**config.mk**
```make
export PLATFORM = sky130hd
export DESIGN_NAME = uart_rx_core
export DESIGN_NICKNAME = d
export VERILOG_FILES = /design/src/rtl/uart_rx_core.sv
export SDC_FILE = /design/constraint.sdc
export NUM_CORES = 1
export LEC_CHECK = 0
export CORE_ASPECT_RATIO = 2
export CORE_MARGIN = 2
export CORE_UTILIZATION = 30
export DETAILED_ROUTE_END_ITERATION = 7
export GPL_TIMING_DRIVEN = 0
export PLACE_DENSITY = 0.53
export SLEW_MARGIN = 15
export SYNTH_ARGS = -nofsm -noshare
export SYNTH_HDL_FRONTEND = slang
export SYNTH_SLANG_ARGS = --single-unit
```
**constraint.sdc**
```tcl
create_clock -name clk26m -period 3.5 [get_ports clk26m]
set_input_delay 0.35 -clock clk26m [delete_from_list [all_inputs] [get_ports clk26m]]
set_output_delay 0.35 -clock clk26m [all_outputs]
set_load 0.01 [all_outputs]
```
**src/rtl/uart_rx_core.sv**
```systemverilog
// UART receiver core: 16x oversampled start/data/parity/stop framing with a registered FIFO write port.
// Define UART_RX_MAJORITY_VOTE_EN to decide each bit by 2-of-3 vote over counter 6/7/8 samples.
module uart_rx_core (
    input  logic       clk26m,
    input  logic       rst26m,
    input  logic       rx_in,
    input  logic       rx_bps_clk,
    input  logic       check_en,
    input  logic       parity,
    input  logic       stop_bit,
    input  logic       rx_fifo_wfull,
    output logic       rx_bps_en,
    output logic       rx_fifo_wr_en,
    output logic [7:0] rx_data,
    output logic       rx_parity_err,
    output logic       rx_frame_err,
    output logic       rx_overrun,
    output logic       rx_busy
);

    typedef enum logic [2:0] {
        S_IDLE  = 3'd0,
        S_START = 3'd1,
        S_DATA  = 3'd2,
        S_CHECK = 3'd3,
        S_STOP  = 3'd4
    } state_t;

    state_t     r_state;
    state_t     w_state_nxt;
    logic       r_sync_p0;
    logic       r_sync_p1;
    logic       r_sync_p2;
    logic [3:0] r_tick_cnt;
    logic [3:0] w_tick_nxt;
    logic [2:0] r_bit_cnt;
    logic [2:0] w_bit_nxt;
    logic [7:0] r_shift;
    logic [7:0] w_shift_nxt;
    logic       r_chk_en;
    logic       r_par_sel;
    logic       r_stop_en;
    logic       r_par_err;
    logic       w_par_err_nxt;
    logic       w_fall;
    logic       w_decide;
    logic       w_bit;
    logic       w_boundary;
    logic       w_exp_par;
    logic       w_latch;
    logic       w_end;
    logic       w_perr;
    logic       w_ferr;

    assign w_fall     = r_sync_p2 & ~r_sync_p1;
    assign w_boundary = rx_bps_clk && (r_tick_cnt == 4'd15);
    assign w_exp_par  = r_par_sel ? (^r_shift) : ~(^r_shift);

`ifdef UART_RX_MAJORITY_VOTE_EN
    logic r_smp6;
    logic r_smp7;

    always_ff @(posedge clk26m) begin
        if (rx_bps_clk && (r_tick_cnt == 4'd6)) r_smp6 <= r_sync_p1;
        if (rx_bps_clk && (r_tick_cnt == 4'd7)) r_smp7 <= r_sync_p1;
    end

    assign w_decide = rx_bps_clk && (r_tick_cnt == 4'd8);
    assign w_bit    = (r_smp6 & r_smp7) | (r_smp6 & r_sync_p1) | (r_smp7 & r_sync_p1);
`else
    assign w_decide = rx_bps_clk && (r_tick_cnt == 4'd7);
    assign w_bit    = r_sync_p1;
`endif

    always_comb begin
        w_state_nxt   = r_state;
        w_tick_nxt    = r_tick_cnt;
        w_bit_nxt     = r_bit_cnt;
        w_shift_nxt   = r_shift;
        w_par_err_nxt = r_par_err;
        w_latch       = 1'b0;
        w_end         = 1'b0;
        w_perr        = r_par_err;
        w_ferr        = 1'b0;
        if ((r_state != S_IDLE) && rx_bps_clk) w_tick_nxt = r_tick_cnt + 4'd1;
        case (r_state)
            S_IDLE: begin
                if (w_fall) begin
                    w_state_nxt   = S_START;
                    w_tick_nxt    = 4'd0;
                    w_bit_nxt     = 3'd0;
                    w_par_err_nxt = 1'b0;
                    w_latch       = 1'b1;
                end
            end
            S_START: begin
                if (w_decide && w_bit) w_state_nxt = S_IDLE;
                else if (w_boundary)   w_state_nxt = S_DATA;
            end
            S_DATA: begin
                if (w_decide) w_shift_nxt[r_bit_cnt] = w_bit;
                if (w_boundary) begin
                    w_bit_nxt = r_bit_cnt + 3'd1;
                    if (r_bit_cnt == 3'd7) w_state_nxt = r_chk_en ? S_CHECK : S_STOP;
                end
            end
            S_CHECK: begin
                // Without a stop bit the frame closes on the parity decision itself.
                if (w_decide) begin
                    w_perr        = (w_bit != w_exp_par);
                    w_par_err_nxt = w_perr;
                    if (!r_stop_en) begin
                        w_end       = 1'b1;
                        w_state_nxt = S_IDLE;
                    end
                end else if (w_boundary) begin
                    w_state_nxt = S_STOP;
                end
            end
            S_STOP: begin
                if (w_decide) begin
                    w_ferr      = ~w_bit;
                    w_end       = 1'b1;
                    w_state_nxt = S_IDLE;
                end
            end
            default: w_state_nxt = S_IDLE;
        endcase
    end

    always_ff @(posedge clk26m) begin
        if (rst26m) begin
            r_state    <= S_IDLE;
            r_sync_p0  <= 1'b1;
            r_sync_p1  <= 1'b1;
            r_sync_p2  <= 1'b1;
            r_tick_cnt <= 4'd0;
            r_bit_cnt  <= 3'd0;
            r_chk_en   <= 1'b0;
            r_par_sel  <= 1'b0;
            r_stop_en  <= 1'b0;
            r_par_err  <= 1'b0;
        end else begin
            r_state    <= w_state_nxt;
            r_sync_p0  <= rx_in;
            r_sync_p1  <= r_sync_p0;
            r_sync_p2  <= r_sync_p1;
            r_tick_cnt <= w_tick_nxt;
            r_bit_cnt  <= w_bit_nxt;
            r_par_err  <= w_par_err_nxt;
            if (w_latch) begin
                r_chk_en  <= check_en;
                r_par_sel <= parity;
                r_stop_en <= stop_bit;
            end
        end
    end

    always_ff @(posedge clk26m) begin
        r_shift <= w_shift_nxt;
    end

    // Outputs are registered from next-state terms so they line up with the state change.
    always_ff @(posedge clk26m) begin
        if (rst26m) begin
            rx_bps_en     <= 1'b0;
            rx_busy       <= 1'b0;
            rx_fifo_wr_en <= 1'b0;
            rx_overrun    <= 1'b0;
            rx_parity_err <= 1'b0;
            rx_frame_err  <= 1'b0;
            rx_data       <= 8'h00;
        end else begin
            rx_bps_en     <= (w_state_nxt != S_IDLE);
            rx_busy       <= (w_state_nxt != S_IDLE);
            rx_fifo_wr_en <= w_end & ~rx_fifo_wfull;
            rx_overrun    <= w_end & rx_fifo_wfull;
            rx_parity_err <= w_end & w_perr;
            rx_frame_err  <= w_end & w_ferr;
            if (w_end && !rx_fifo_wfull) rx_data <= w_shift_nxt;
        end
    end

endmodule

```
# Word level (Yosys, flattened, before mapping)
# Cells that the tools add are included.
# word_totals
register_bits	38
inputBits	8
out_inout_bits	14
# op_classes
eq_ne	10
n_addsub	2
n_mux	35
n_bitwise	8
magnitude_cmp	2
n_reduce_logical	15
# ops
op	count
two-way mux 3 bit	12
two-way mux 8 bit	2
case mux 3 bit (5 select lines)	1
two-way mux 1 bit	12
two-way mux 4 bit	3
bitwise mux 8 bit	1
XOR reduction 8 bit	1
equality test 3 x 2 -> 1 bit (second input constant)	2
equality test 3 bit (second input constant)	2
logical AND 1 bit	6
case mux 3 bit (2 select lines)	1
nonzero test 3 bit	2
bitwise AND 1 bit	5
adder 4 x 1 -> 4 bit (second input constant)	1
equality test 4 x 3 -> 1 bit (second input constant)	1
equality test 4 bit (second input constant)	1
less-than comparator 3 x 4 -> 1 bit (second input constant)	1
inequality test 2 bit (second input constant)	2
case mux 1 bit (2 select lines)	2
nonzero test 2 bit	2
adder 3 x 1 -> 3 bit (second input constant)	1
demux 1 bit (select 3 bit)	1
equality test 3 x 1 -> 1 bit (second input constant)	1
>= comparator 3 x 1 -> 1 bit (second input constant)	1
6 further kinds	8

# Depth between registers and ports, before layout
# depth
ltp_word	7
mapped_depth	6
depth_no_buf	5

# Worst setup path before layout
# No wires, ideal clock.
# synth_timing
kind	register to register
from	reg r_state[2]
to	reg rx_data[4]
setup_ps	134
path_buffers	2
path_stages_with_launch	7
path_slack_ps	2017
arrival_ps	1350
period_less_slack_ps	1483
t_required_ps	3366
path_cell_list	dfxtp_1 > buf_6 > or3b_4 > a211o_1 > buf_6 > nand2_1 > a21oi_1
# synth_via
elab_chain_cells	3
# synth_lines
item	line_no	rtl
from (decl)	29	state_t r_state;
from (signal assigned)	144	r_state <= w_state_nxt;
equality test 3 bit or equality test 3 x 2 -> 1 bit (tied branches)	86	case (r_state)
case mux 1 bit (2 select lines)	86	
logical AND 1 bit	180	if (w_end && !rx_fifo_wfull) rx_data <= w_shift_nxt;
to (signal assigned)	180	
to (decl)	14	output logic [7:0] rx_data,
# Several ways; a longest one is shown, not always the timed one.
# A chain may end at the register's enable or synchronous reset.

# Worst setup path after layout
# layout_timing
from	in rst26m
to	reg r_stop_en
# layout_lines
item	line_no	rtl
from (decl)	5	input logic rst26m,
to (signal assigned)	154	r_stop_en <= stop_bit;
to (decl)	42	logic r_stop_en;
# No word-level cell between the ends.

==> flow_summary.json <==
{
  "tightest_slew_ps": 562,
  "p_sw_w": 0.000208,
  "antenna_found_initial": 0,
  "crit_top_cell": "clkbuf_1",
  "cp_max_fo": 10,
  "start_kind": "primary input",
  "power.share.sequential_pct": 44.1,
  "syn_avg_cell_area_um2": 9.37,
  "drc_errors": 0,
  "synth_xor_area_share_pct": 7.60,
  "yosysMostFrequentCell": "dfxtp_1",
  "drtIter0Drc": 28,
  "ctsHoldBuffers": 0,
  "detail-route-antenna-nets": 0,
  "crit_slowest_cell": "clkdlybuf4s50_1",
  "yosysWarnings": 0,
  "setup_violations": 0,
  "num-nets-final": 227,
  "clk_path_buf_depth": 2,
  "min_to": "r_sync_p1",
  "rsz0062_at_grt": "no",
  "synthSimpleGateAreaFrac_pct": 26.9,
  "pwr-share-clk_pct": 50.5,
  "synth_ff_type": "dfxtp_1",
  "cellPowerDensity_nw_per_um2": 454,
  "yosysTopAreaCell": "dfxtp_1",
  "firstDrtPassIters": 4,
  "end_kind": "register",
  "n_fill_cell": 578,
  "syn_nets": 199,
  "place.gp.congestion": 0.833,
  "dp.final_hpwl_um": 3080,
  "ctsResizeCount": 0,
  "r2r-start": "r_state[0]",
  "synth_compound_area_share_pct": 14.2,
  "hp-start": "r_sync_p0",
  "num_antenna_cells": 0,
  "post_cts_buffers": 0,
  "switching_share_pct": 20.6,
  "via_per_inst": 5.34,
  "clk_pin_slew_ps": 60,
  "clk_latency_ps": 280,
  "synth_top_cell_area_share_pct": 43.2,
  "r2r_end": "r_tick_cnt[3]",
  "port_buffers": 21,
  "ys_types": 47,
  "finClkSkew_ps": 3.45,
  "drv_cap": 0,
  "grtUsageTotal_pct": 13.4,
  "fmax_mhz": 563,
  "startpoint": "rst26m",
  "whs_path_depth": 1,
  "ys_ff_latch": 38,
  "area_growth_pct": 25.6,
  "syn_inst": 188,
  "synthAdderAreaFrac_pct": 2.13,
  "critPathBufInv": 3,
  "async_reset_ff_share_pct": 0,
  "first_global_vias": 1400,
  "arrival_ps": 1920,
  "critPathRequiredTime_ps": 3650,
  "grt_max_degree": 13,
  "cp_top_family": "buffers and inverters",
  "regToRegSetupSlack_ps": 1760,
  "seq_area_frac_synth_pct": 43.2,
  "root_buffer": "clkbuf_16",
  "critPathKind": "primary input to register",
  "regArea_um2": 761,
  "start_util_pct": 30.9,
  "vias": 1485,
  "drt_wl_total_um": 4020,
  "p_comb_share_pct": 5.4,
  "path_cells": "clkdlybuf4s50_1 > clkbuf_1 > clkbuf_1 > nor2_1",
  "drive_gt1_share_pct": 11.5,
  "p_int_w": 0.000798,
  "fp.dieH_um": 112,
  "final-hold-violation-count": 0,
  "numCtsBuffers": 5,
  "grt_pass1_wl_um": 6620,
  "ys_top_cells_by_count": "dfxtp_1, o21ai_0, nand3_1",
  "netlist_area_um2": 1760,
  "tns_ps": 0,
  "placementRows": 39,
  "fin_crit_ps": 1780,
  "post_drt_wl_per_cell_um": 14.5,
  "clock_sinks": 38,
  "synth_edf_count": 0,
  "htreeDepth": 2,
  "multiInputGateArea_um2": 936,
  "synthMuxAreaShare_pct": 2.27,
  "peakVddDrop_v": 0.000370,
  "cts_tree": "built",
  "hold_ws_ps": 406,
  "synth_top_family_by_area": "simple AND/OR/NAND/NOR gates",
  "reg2reg_depth": 5,
  "hold_class": "register to register",
  "relSlewSlack_pct": 62.6,
  "total_power_w": 0.00101,
  "grt_overflow": 0,
  "io_pins": 22,
  "synth_area_leaders": "dfxtp_1, o21ai_0, nand4b_1",
  "die_w_um": 58.2,
  "status": "finished clean",
  "die_area_um2": 6540,
  "worst_path_largest_cell_delay_ps": 540,
  "fin_crit_sh_pct": 50.7,
  "core_area_um2": 5710,
  "drv_slew": 0,
  "p_leak_nw": 0.804
}
## stage by stage
stage	std cells	utilization, %	cell area [µm²]	worst slack (ps)
finish	278	38.8	2210	1720
global route	278	38.8	2210	1580
CTS	278	38.8	2210	1650
detailed placement	270	35.9	2050	1350
global placement	270	35.9	2050	1350
floorplan	188	-	1760	2020
## state kept, by name, summed over array words and instances (netlist names)
signal and flops:
r_bit_cnt 3, r_chk_en 1, r_par_err 1, r_par_sel 1, r_shift 8, r_state 3, r_stop_en 1, r_sync_p0 1
r_sync_p1 1, r_sync_p2 1, r_tick_cnt 4, rx_busy 1, rx_data 8, rx_fifo_wr_en 1, rx_frame_err 1, rx_overrun 1
rx_parity_err 1
## cell usage in the layout, fill, tap and decap left out, types with 5 or more instances in the layout
cell type        count
nand4b_1             9
dfxtp_1             38
a21oi_1             13
nand2_1             13
xnor2_1              6
clkdlybuf4s50_1     21
nor2_1               8
nand4_1              6
nand3_1             14
o21ai_0             17
clkbuf_16            5
## worst max path at each step
| stage | endpoint | slack (ps) | depth (start not counted) |
|---|---|---|---|
| final | r_stop_en | 1720 | 4 |
| after global routing | r_par_sel | 1580 | 4 |
| after CTS | r_stop_en | 1650 | 4 |
| after detailed placement | r_stop_en | 1350 | 4 |
| after global placement | r_chk_en | 1350 | 4 |
| after floorplan | rx_data[4] | 2020 | 6 |
## cell type report
cell class	instances	area share, %
clock buffer	5	5.65
sequential	38	34.4
tap	61	3.45
clock inverter	3	1.81
inverter	2	0.339
buffer	9	2.60
multi-input combinational	139	42.3
timing repair buffer	21	9.50
## power groups by stage
stage	registers, W	clock network, W	logic, W
detailed placement	0.000453	0	0.0000551
finish	0.000443	0.000508	0.0000543
global route	0.000444	0.000537	0.0000592
CTS	0.000443	0.000517	0.0000551
global placement	0.000453	0	0.0000544
floorplan	0.000452	0	0.0000324
## kinds of logic after synthesis
kind of cell | count (synthesis)
fa+ha+maj | 3
buf+inv | 11
simple gates | 78
compound gates | 42
xor+xnor | 12
flops | 38
mux | 4
## layer usage
metal	up-vias	routed length, µm	GRT usage (%)
li1	742	-	-
met1	698	1440	13.0
met2	31	2300	24.5
met3	14	99	2.53
met4	0	179	8.37
met5	-	0	0
## worst reg2reg max path, cell delays in order (launching register included)
cell and delay, ps:
dfxtp_1 360, buf_2 210, nor3_1 260, nand3_1 410, nand2b_1 320, nor2_1 70
Note: power is estimated with default switching activity, not from simulation.
==> RTL change 1 (same settings) <==
Add a define of `UART_RX_MAJORITY_VOTE_EN`.
--- a/src/rtl/uart_rx_core.sv
+++ b/src/rtl/uart_rx_core.sv
@@ -2,2 +2,4 @@
 // Define UART_RX_MAJORITY_VOTE_EN to decide each bit by 2-of-3 vote over counter 6/7/8 samples.
+`define UART_RX_MAJORITY_VOTE_EN
+
 module uart_rx_core (
Formal check against the unedited RTL: same outputs for any inputs over 10 cycles, from zero or initial values and one cycle with rst26m high; that may be too few to reach the edited logic, so the function may still have changed.
==> RTL change 1 against the unedited design <==
Clock skew is essentially flat; sequential cell count rose by 2; setup slack got worse by 0.31 ns; area after synthesis increased by 3.8%; routed wire length rose by 0.97%; sequential power grew 7.2%; design area up 2.7%; total power grew 6.7%; critical endpoint is now rx_data[1]$_SDFFE_PP0P_; highest routed layer unchanged.
==> RTL change 1: results (changes against the unedited design) <==
status complete, no violations; vias per cell 5.207 (-2.5%); Post-synth EDFFs 2 (+2); Synth cell types 46 (-2.1%); setup slack, reg-to-reg 1.48 ns (-0.28 ns); antenna fix cells 0 (unchanged); worst reg-to-reg path cell count 7 (+2); layout cell share with drive strength beyond 1 0.1546 (+0.03938); CTS H-Tree Depth 2 (unchanged); first-pass GRT wire length 6555 microns (-0.94%); maximum fanout along the worst path 7 (-3); Root Driver clkbuf_16; IO buf count 20 (-4.8%); Commonest cells post-synth 38 x dfxtp_1, 14 x nor2_1, 13 x nand2_1, 9 x a21oi_1; synthesized net count 192 (-3.5%); DR iter-0 viols 21 (-25%); Worst Hold Launch r_sync_p0$_SDFF_PP1_; M1 WL 1424 microns (-1.4%); Placement Cell Area 2108 sq um (+2.9%); most area-consuming cells after synthesis dfxtp_1 42%, a32o_1 4.4%, ha_1 3.4%; # fillers 617 (+6.7%); worst slew pin tran 0.7377 ns (+0.1759 ns); met2 Resource Use GR 0.2447 (about the same); Clock Skew 0.003447 ns (-0.000002250 ns); DP HPWL 3093 microns (+0.42%); WL final 4061 microns (+0.97%); Final nets 219 (-3.5%); switch share 0.2139 (+0.007563); total track usage 0.1325 (-0.001131); WP data arrival 2.26 ns (+0.34 ns); reg2reg start r_tick_cnt[0]$_SDFF_PP0_; hold path endpoint r_sync_p1$_SDFF_PP1_; Num CTS Buffers 5 (unchanged); GR Layer Usage met1 0.1215 (-0.008852); Post-Place Setup Slack 1.095 ns (-0.2578 ns); Hold Path Cell Cnt 1 (unchanged); RR Endpoint rx_data[1]$_SDFFE_PP0P_; vias in the first global route 1,400 (unchanged); met3 routed WL 98 microns (-1.0%); Worst VDD drop 0.2228 mV (-40%); Seq/Total Area, Yosys 0.4487 (+0.01688); routability cong. 0.7786 (-6.5%); wire length on met2 2354 microns (+2.4%); met3 Track Usage GR 0.03051 (+0.005163); postcts setup bufs 0 (unchanged); Leak 0.8386 nW (+4.3%)
[RTL change 1: changes by cell type after synthesis, moves of 5 or more]
| cell | unedited run | this run |
|---|---|---|
| nand4b_1 | 9 | 0 |
| nor4_1 | 0 | 5 |
| o21ai_0 | 17 | 1 |
| nor2_1 | 8 | 14 |
| mux2_2 | 0 | 5 |
| a32o_1 | 0 | 8 |
| nand3_1 | 14 | 8 |
[RTL change 1: cell type report]
class | instances | area [sq um] | share of cell area
buffer | 8 | 41.29 | 0.01817
clock buffer | 6 | 128.9 | 0.05672
clock inverter | 2 | 35.03 | 0.01542
inverter | 7 | 26.28 | 0.01156
timing repair buffer | 20 | 200.2 | 0.08811
multi-input combinational | 124 | 940.9 | 0.4141
tap | 63 | 78.83 | 0.03469
sequential | 40 | 820.8 | 0.3612
[RTL change 1: per-stage QoR]
step           std cells  utilization  hold WS, ns
2_1_floorplan        179            -       0.3895
3_3_place_gp         262       0.3540       0.3930
3_5_place_dp         262       0.3540       0.3975
4_1_cts              270       0.3815       0.4139
5_1_grt              270       0.3815       0.4259
6_report             270       0.3815       0.4101
[RTL change 1: worst max-delay path: stages]
cell and delay (ns):
clkdlybuf4s50_1 0.62, and4b_1 0.34, nand2_1 0.09, nor4_1 0.24
mux2_2 0.39, a32o_1 0.24
[RTL change 1: how the worst max path moves through the flow]
stage	from	endpoint	slack (ns)
6_report	rx_bps_clk	rx_data[1]$_SDFFE_PP0P_	1.41
3_5_place_dp	rx_bps_clk	rx_data[1]$_SDFFE_PP0P_	1.10
3_3_place_gp	rx_bps_clk	rx_data[1]$_SDFFE_PP0P_	1.06
5_1_grt	rx_bps_clk	rx_data[1]$_SDFFE_PP0P_	1.33
4_1_cts	rx_bps_clk	rx_data[1]$_SDFFE_PP0P_	1.39
2_1_floorplan	r_tick_cnt[0]$_SDFF_PP0_	rx_data[1]$_SDFFE_PP0P_	1.68
[RTL change 1: cell families after synthesis]
logic type | count (synthesis) | synth area share
AOI/OAI and AO/OA | 26 | 0.1101
xor gates and xnor gates | 11 | 0.06019
adders and majority gates | 6 | 0.03967
buffers and inverters | 15 | 0.03693
DFF | 40 | 0.4487
muxes | 12 | 0.07729
and+or+nand+nor | 69 | 0.2271
[RTL change 1: power groups by stage]
| stage | clock network [mW] | registers (mW) | logic, mW |
|---|---|---|---|
| finish | 0.510 | 0.475 | 0.0884 |
| floorplan | 0 | 0.485 | 0.0560 |
| detailed placement | 0 | 0.485 | 0.0896 |
| global placement | 0 | 0.484 | 0.0891 |
| global route | 0.542 | 0.476 | 0.0961 |
| CTS | 0.523 | 0.475 | 0.0898 |
==> RTL change 2 (config.mk and constraints unchanged) <==
Made on the original files. The 5 states of `state_t` get a one-hot encoding in 5 bits.
--- a/src/rtl/uart_rx_core.sv
+++ b/src/rtl/uart_rx_core.sv
@@ -20,8 +20,8 @@
 
-    typedef enum logic [2:0] {
-        S_IDLE  = 3'd0,
-        S_START = 3'd1,
-        S_DATA  = 3'd2,
-        S_CHECK = 3'd3,
-        S_STOP  = 3'd4
+    typedef enum logic [4:0] {
+        S_IDLE  = 5'b00001,
+        S_START = 5'b00010,
+        S_DATA  = 5'b00100,
+        S_CHECK = 5'b01000,
+        S_STOP  = 5'b10000
     } state_t;
Behaviour: no difference found for any inputs over 10 cycles, from zero or initial values and one cycle with rst26m high; not proved beyond that.
==> RTL change 2 against the unedited design <==
Register-to-register slack got worse by 0.63 ns; area after synthesis rose by 4.3%; total power decreased by 4.2%; sequential cell count up 2; setup slack got worse by 0.65 ns; design area up 1.7%; count of clock-buffer cells in the layout grew 1; fmax shrank 27%; routed wire length grew 8.3%; critical path type unchanged; critical endpoint is now rx_data[0]$_SDFFE_PP0P_.
==> RTL change 2: results (changes against the unedited design) <==
status complete, no violations; # fillers 627 (+8.5%); reg2reg start r_tick_cnt[0]$_SDFF_PP0_; sequential power share 0.483 (+0.042); Leak 0.8146 nW (+1.3%); Crit. Startpoint rx_bps_clk; period utilization 0.6929 (+0.1855); dpl cells 283 (+4.8%); Rel. slew slack 0.4895 (-0.1360); Hold WS 0.4071 ns (+0.001349 ns); Repair and plain buffers 33 (+10%); Multi-input gate area 955.9 sq um (+2.1%); Placement Cell Area 2117 sq um (+3.4%); setup slack, reg-to-reg 1.13 ns (-0.63 ns); DR iter-0 viols 33 (+18%); largest net degree at the start of global routing 12 (-1); Clock Skew 0.004706 ns (+0.001257 ns); routability cong. 0.8551 (+2.6%); inverters 3 (+1); P_clk 0.429 mW (-16%); syn_area_per_cell 9.190 sq um (-1.9%); clk_buf instances 6 (+1); non-clk buf share 0.1201 (-0.0009060); Synth cell types 50 (+6.4%); clock network area share 0.05948 (-0.01514); Multi-In Gates 144 (+3.6%); synthesized net count 212 (+6.5%); die width 59.35 microns (+2.0%); Post-Place Setup Slack 0.6981 ns (-0.6550 ns); IO buf count 20 (-4.8%); total track usage 0.1471 (+0.01352)
[RTL change 2: changes by cell type after synthesis, moves of 7 or more]
| cell | unedited run | this run |
|---|---|---|
| a211oi_1 | 1 | 9 |
| nand2_1 | 13 | 6 |
| a21oi_1 | 13 | 3 |
| nor2_1 | 8 | 26 |
| o21ai_0 | 17 | 10 |
| nand3_1 | 14 | 6 |
| nand4b_1 | 9 | 0 |
[RTL change 2: cells by family after synthesis]
group                      Yosys count  share of synthesized area
and+or+nand+nor                     75                     0.2178
DFF                                 40                     0.4357
AOI/OAI and AO/OA                   48                     0.1831
adders and majority gates            4                    0.02723
xor gates and xnor gates            12                    0.06467
muxes                                5                    0.02723
buffers and inverters               16                    0.04425
[RTL change 2: routing by layer]
metal	vias up	wire [microns]	GRT usage
li1	778	-	-
met1	714	1558	0.1351
met2	30	2523	0.2762
met3	10	111	0.03277
met4	0	161	0.08636
met5	-	0	0
